`src/rtl/multdiv_issue_ctrl_pkg.sv`:
```
// Shared constants, state encoding and writeback record for the
// multiply/divide issue controller.
package multdiv_issue_ctrl_pkg;

  localparam int MD_REG_W    = 5;
  localparam int MD_EXC_REG  = 30;
  localparam int MD_EXC_MULT = 4;
  localparam int MD_EXC_DIV  = 5;
  localparam int MD_TIMEOUT  = 64;

  // Controller states, 2-bit encoding
  typedef logic [1:0] md_state_t;
  localparam md_state_t ST_IDLE  = 2'd0;
  localparam md_state_t ST_START = 2'd1;
  localparam md_state_t ST_BUSY  = 2'd2;
  localparam md_state_t ST_WB    = 2'd3;

  // Writeback record captured when the operation completes
  typedef struct packed {
    logic [MD_REG_W-1:0] rd;
    logic [31:0]         data;
    logic                exc;
  } md_wb_t;

endpackage

```
`src/rtl/multdiv_timeout_cnt.sv`:
```
// Saturating BUSY-cycle counter with synchronous clear and a terminal flag
// that rises when TIMEOUT-1 cycles have been counted.
module multdiv_timeout_cnt #(
  parameter int TIMEOUT = 64,
  parameter int CW      = $clog2(TIMEOUT + 1)
) (
  input  logic clock,
  input  logic reset_n,
  input  logic clear,
  input  logic enable,
  output logic terminal
);

  localparam logic [CW-1:0] LAST = CW'(TIMEOUT - 1);

  logic [CW-1:0] count;

  // Count enabled cycles, holding at LAST instead of wrapping
  always_ff @(posedge clock or negedge reset_n) begin
    if (!reset_n)                      count <= '0;
    else if (clear)                    count <= '0;
    else if (enable && count != LAST)  count <= count + 1'b1;
  end

  assign terminal = (count == LAST);

endmodule

```
`src/rtl/multdiv_issue_ctrl.sv`:
```
// Issue controller for the shared multiply/divide unit: accepts one request,
// pulses start for one cycle, stalls the pipeline until the result (or a
// timeout), then offers a writeback that is redirected to the status register
// on exception.
//
// Handshakes: a request is taken when iss_valid=1 while iss_ready=1 and
// flush=0. A writeback completes in the cycle wb_valid=1 and wb_ready=1;
// wb_rd/wb_data/wb_exc are held stable from wb_valid rising until then.
module multdiv_issue_ctrl
  import multdiv_issue_ctrl_pkg::*;
#(
  parameter int REG_W    = MD_REG_W,
  parameter int EXC_REG  = MD_EXC_REG,
  parameter int EXC_MULT = MD_EXC_MULT,
  parameter int EXC_DIV  = MD_EXC_DIV,
  parameter int TIMEOUT  = MD_TIMEOUT
) (
  input  logic             clock,
  input  logic             reset_n,
  input  logic             iss_valid,
  input  logic             iss_is_div,
  input  logic [31:0]      iss_a,
  input  logic [31:0]      iss_b,
  input  logic [REG_W-1:0] iss_rd,
  output logic             iss_ready,
  output logic             stall,
  input  logic             flush,
  output logic             md_ctrl_MULT,
  output logic             md_ctrl_DIV,
  output logic [31:0]      md_operandA,
  output logic [31:0]      md_operandB,
  input  logic [31:0]      md_result,
  input  logic             md_exception,
  input  logic             md_resultRDY,
  output logic             wb_valid,
  output logic [REG_W-1:0] wb_rd,
  output logic [31:0]      wb_data,
  output logic             wb_exc,
  input  logic             wb_ready,
  output logic [1:0]       dbg_state
);

  md_state_t        state, state_nx;
  logic [31:0]      op_a, op_b;
  logic [REG_W-1:0] op_rd;
  logic             op_div;
  md_wb_t           res;

  logic accept, in_start, in_busy, in_wb, terminal;

  assign accept   = (state == ST_IDLE) && iss_valid && !flush;
  assign in_start = (state == ST_START);
  assign in_busy  = (state == ST_BUSY);
  assign in_wb    = (state == ST_WB);

  multdiv_timeout_cnt #(.TIMEOUT(TIMEOUT)) u_tmo (
    .clock    (clock),
    .reset_n  (reset_n),
    .clear    (in_start),
    .enable   (in_busy),
    .terminal (terminal)
  );

  // Next-state selection; flush abandons any in-flight operation
  always_comb begin
    state_nx = state;
    case (state)
      ST_IDLE:  if (accept) state_nx = ST_START;
      ST_START: state_nx = flush ? ST_IDLE : ST_BUSY;
      ST_BUSY: begin
        if (flush)
          state_nx = ST_IDLE;
        else if (md_resultRDY)
          // A clean write to r0 has no effect, so skip the writeback
          state_nx = (!md_exception && op_rd == '0) ? ST_IDLE : ST_WB;
        else if (terminal)
          state_nx = ST_WB;
      end
      ST_WB:    if (flush || wb_ready) state_nx = ST_IDLE;
      default:  state_nx = ST_IDLE;
    endcase
  end

  // State register
  always_ff @(posedge clock or negedge reset_n) begin
    if (!reset_n) state <= ST_IDLE;
    else          state <= state_nx;
  end

  // Latch the request operands on accept; they stay on md_operandA/B
  always_ff @(posedge clock or negedge reset_n) begin
    if (!reset_n) begin
      op_a   <= '0;
      op_b   <= '0;
      op_rd  <= '0;
      op_div <= 1'b0;
    end else if (accept) begin
      op_a   <= iss_a;
      op_b   <= iss_b;
      op_rd  <= iss_rd;
      op_div <= iss_is_div;
    end
  end

  // Capture the completion (result, exception or timeout) as a writeback
  always_ff @(posedge clock or negedge reset_n) begin
    if (!reset_n) begin
      res <= '0;
    end else if (in_busy && !flush) begin
      if (md_resultRDY) begin
        res.rd   <= md_exception ? MD_REG_W'(EXC_REG) : MD_REG_W'(op_rd);
        res.data <= md_exception ? (op_div ? 32'(EXC_DIV) : 32'(EXC_MULT)) : md_result;
        res.exc  <= md_exception;
      end else if (terminal) begin
        res.rd   <= MD_REG_W'(EXC_REG);
        res.data <= 32'(EXC_DIV);
        res.exc  <= 1'b1;
      end
    end
  end

  assign iss_ready    = (state == ST_IDLE);
  assign stall        = accept || in_start || in_busy || (in_wb && !wb_ready);
  assign md_ctrl_MULT = in_start && !op_div;
  assign md_ctrl_DIV  = in_start && op_div;
  assign md_operandA  = op_a;
  assign md_operandB  = op_b;
  assign wb_valid     = in_wb;
  assign wb_rd        = in_wb ? REG_W'(res.rd) : '0;
  assign wb_data      = in_wb ? res.data : '0;
  assign wb_exc       = in_wb && res.exc;
  assign dbg_state    = state;

endmodule

```
`config.mk`:
```
export PLATFORM = sky130hd
export DESIGN_NAME = multdiv_issue_ctrl
export DESIGN_NICKNAME = d
export VERILOG_FILES = /design/src/rtl/multdiv_issue_ctrl_pkg.sv /design/src/rtl/multdiv_timeout_cnt.sv /design/src/rtl/multdiv_issue_ctrl.sv
export SDC_FILE = /design/constraint.sdc
export NUM_CORES = 1
export LEC_CHECK = 0
export BUFFER_PORTS_ARGS = -buffer_cell sky130_fd_sc_hd__buf_2
export CORE_MARGIN = 3
export CORE_UTILIZATION = 44
export CTS_BUF_LIST = sky130_fd_sc_hd__clkbuf_8 sky130_fd_sc_hd__clkbuf_16
export DETAILED_ROUTE_END_ITERATION = 16
export PLACE_DENSITY = 0.77
export SLEW_MARGIN = 20
export SYNTH_ARGS = -nofsm -noshare
export SYNTH_HDL_FRONTEND = slang
export SYNTH_SLANG_ARGS = --single-unit
```
`constraint.sdc`:
```
create_clock -name clock -period 1.4 [get_ports clock]
set_input_delay 0.14 -clock clock [delete_from_list [all_inputs] [get_ports clock]]
set_output_delay 0.14 -clock clock [all_outputs]
set_load 0.05 [all_outputs]
```
==> metrics <==
final wirelength=20100 um; fmax=0.603 GHz; Final period util=118%; CP required=1.26 ns; largest net degree at the start of global routing=61; average cell area after synthesis=11.7 um2; Synth top cells by count=117 x dfrtp_1, 70 x mux2_2, 40 x and3_1; Core Region=0.0117 mm2; count leader, synth=dfrtp_1; Root Buffer=clkbuf_16; synthesized instance count=460; Tmin final=1.66 ns; Max-slew headroom=75.9%; Die ar.=0.0136 mm2; final setup margin=-0.259 ns; grt ovf=0; clk slew on worst S/H paths=0.06 ns; Rows=39; Critical path buffers and inverters=2; Setup TNS=-26.53 ns; clk sink count=117; asr flop ratio synth=100%; Leak=4.67 nW; I/O Pins=218; Post-route DRC=0; dpl hpwl=11200 um; Setup Viol. Count Final=155; crit path from=dbg_state[0]; Synth area leader=dfrtp_1; Synth Cell Area=0.00537 mm2; #FFs+latches synth=117; initial cell density of the core=46.0%; register area share after synthesis=54.5%; Final Power=15.7 mW; Die Span X=116 um; Final #Nets=904; worst slew pin tran=0.361 ns; vias in the first global route=5410; initial antenna violation count=0; drt first-iter violations=432; slowest CP cell=dfrtp_2; drt wl/cell=21.2 um; Startpoint Class=register; Post-synth EDFFs=0; H-Tree Depth=4; count of final hold-check violations=0; global-route wire length before repair=28300 um; cell family with most CP delay=flip-flops; worst-skew pair later-pin latency=0.40 ns; area grow syn2layout=77.5%; Most Frequent Cell on Critical Path=buf_6; Die Ht=116 um; gp weighted congestion=0.806; total number of vias=5232; Slew Limit Fails=0; Final Core Density=81.7%; min-delay src=md_result[3]; CP peak stage delay=0.43 ns; Worst setup EP type=output pin; worst vdd rail ir drop=0.00131 V; violated checks=negative setup slack; Port Buffers=217; synth top area cells=dfrtp_1 55%, mux2_2 15%, o221ai_1 5.1%, and3_1 4.7%, nand2b_1 4.0%; Min-Delay Path Class=in -> reg; Ys Warns=0; post-route ant nets=0; GRT Util Overall=27.2%; critical-path cell list=buf_6 -> and2_4 -> a22oi_2 -> buf_6; Setup CP Type=reg -> out; MaxCap Viol Count=0; share of cells above drive strength 1=59.0%; most common flop cell mapped by yosys=dfrtp_1; crit path max fanout=7; vias per cell=5.51; RSZ-0062 raised after global routing=true; TritonCTS buffer count=17; drt first pass iters=6; RR Startpoint=dbg_state[0]; pwr dens=1650 mW/mm2; CTS Buffer Depth=2; synthesized net count=570; Netlist cell types=41; Data arrival, critical path=1.52 ns; Setup Skew=0.00985 ns; outcome=finished, violations left; CTS tree=built; diode count=0; top cell type's share of synthesized area=54.5%
timing repair:
item,in CTS,in global routing
setup endpoints to repair,128,159
hold buffers,71,0
gates resized for setup,93,73
gates cloned,2,7
pin swaps,2,4
setup buffers,4,6
hold endpoints to repair,127,0
flip-flops by register name, indices dropped and copies added, names as in the netlist:
signal and cells:
dbg_state 2, md_operandA 32, md_operandB 32, op_div 1
op_rd 5, res 38, u_tmo.count 7
cell usage in the layout, fill, tap and decap left out, types with 5 or more instances in the layout:
| master | n |
|---|---|
| clkbuf_16 | 23 |
| nand2_2 | 14 |
| nand2b_1 | 32 |
| o221ai_2 | 20 |
| inv_1 | 35 |
| dfrtp_1 | 115 |
| nor2_1 | 5 |
| dlygate4sd3_1 | 71 |
| buf_12 | 10 |
| clkinvlp_4 | 6 |
| and3_2 | 9 |
| a21oi_1 | 9 |
| buf_6 | 46 |
| nand2_1 | 25 |
| buf_2 | 172 |
| buf_4 | 31 |
| o221ai_1 | 10 |
| mux2_4 | 70 |
| and3_4 | 29 |
| buf_8 | 7 |
report_power, final:
| part | total, mW | leakage (nW) | internal (mW) | switching (mW) |
|---|---|---|---|---|
| registers | 4.86 | 1.32 | 4.21 | 0.651 |
| clock network | 4.15 | 0.261 | 2.50 | 1.65 |
| logic | 6.72 | 3.10 | 2.59 | 4.14 |
| total | 15.7 | 4.67 | 9.30 | 6.44 |
path summary, 6_finish.rpt:
| path | end | slack (ns) | cells past startpoint |
|---|---|---|---|
| min reg2reg | md_operandB[29] | 0.51 | 1 |
| max reg2reg | res[31] | -0.21 | 6 |
| min | res[4] | 0.04 | 3 |
| max | stall | -0.26 | 4 |
| min in group asynchronous | res[25] | 0.20 | 2 |
| max in group asynchronous | md_operandA[16] | 0.56 | 3 |
layer usage:
layer	share of wire, %	global-route usage (%)	vias to the layer above
met1	39	33.7	2611
met4	3.1	7.73	0
met5	0	0	-
met3	7.0	7.25	52
met2	51	46.9	268
li1	-	-	2301
tightest hold or removal path, delay by kind of cell:
kind                   cells  cell delay (ns)
AO/OA/AOI/OAI              1             0.10
buffers and inverters      2             0.15
layout make-up:
cell class | count | area, um2
flip-flops and latches | 117 | 2930
repair buffers | 347 | 2890
multi-input cells | 276 | 2830
fillers | 597 | 2130
clock buffers | 18 | 439
well taps | 143 | 179
inverters | 35 | 131
clock inverters | 14 | 129
per-stage QoR:
step / hold WS (ns) / setup slack [ns] / std cells / cell area [um2]
final: 0.0392 / -0.259 / 950 / 9530
after global routing: 0.0273 / -0.283 / 950 / 9530
after detailed placement: 0.0726 / -0.0623 / 828 / 7340
after CTS: 0.0282 / -0.225 / 937 / 9020
after floorplan: -0.156 / -0.221 / 460 / 5920
after global placement: 0.0701 / -0.0318 / 828 / 7340
cell families after synthesis:
group,count (synthesis),synth area share [%]
DFF,117,54.5
buffers and inverters,67,5.92
and+or+nand+nor,137,14.5
adders and majority gates,1,0.233
muxes,74,15.4
AOI/OAI and AO/OA,64,9.35
Note: power is estimated with default switching activity, not from simulation.
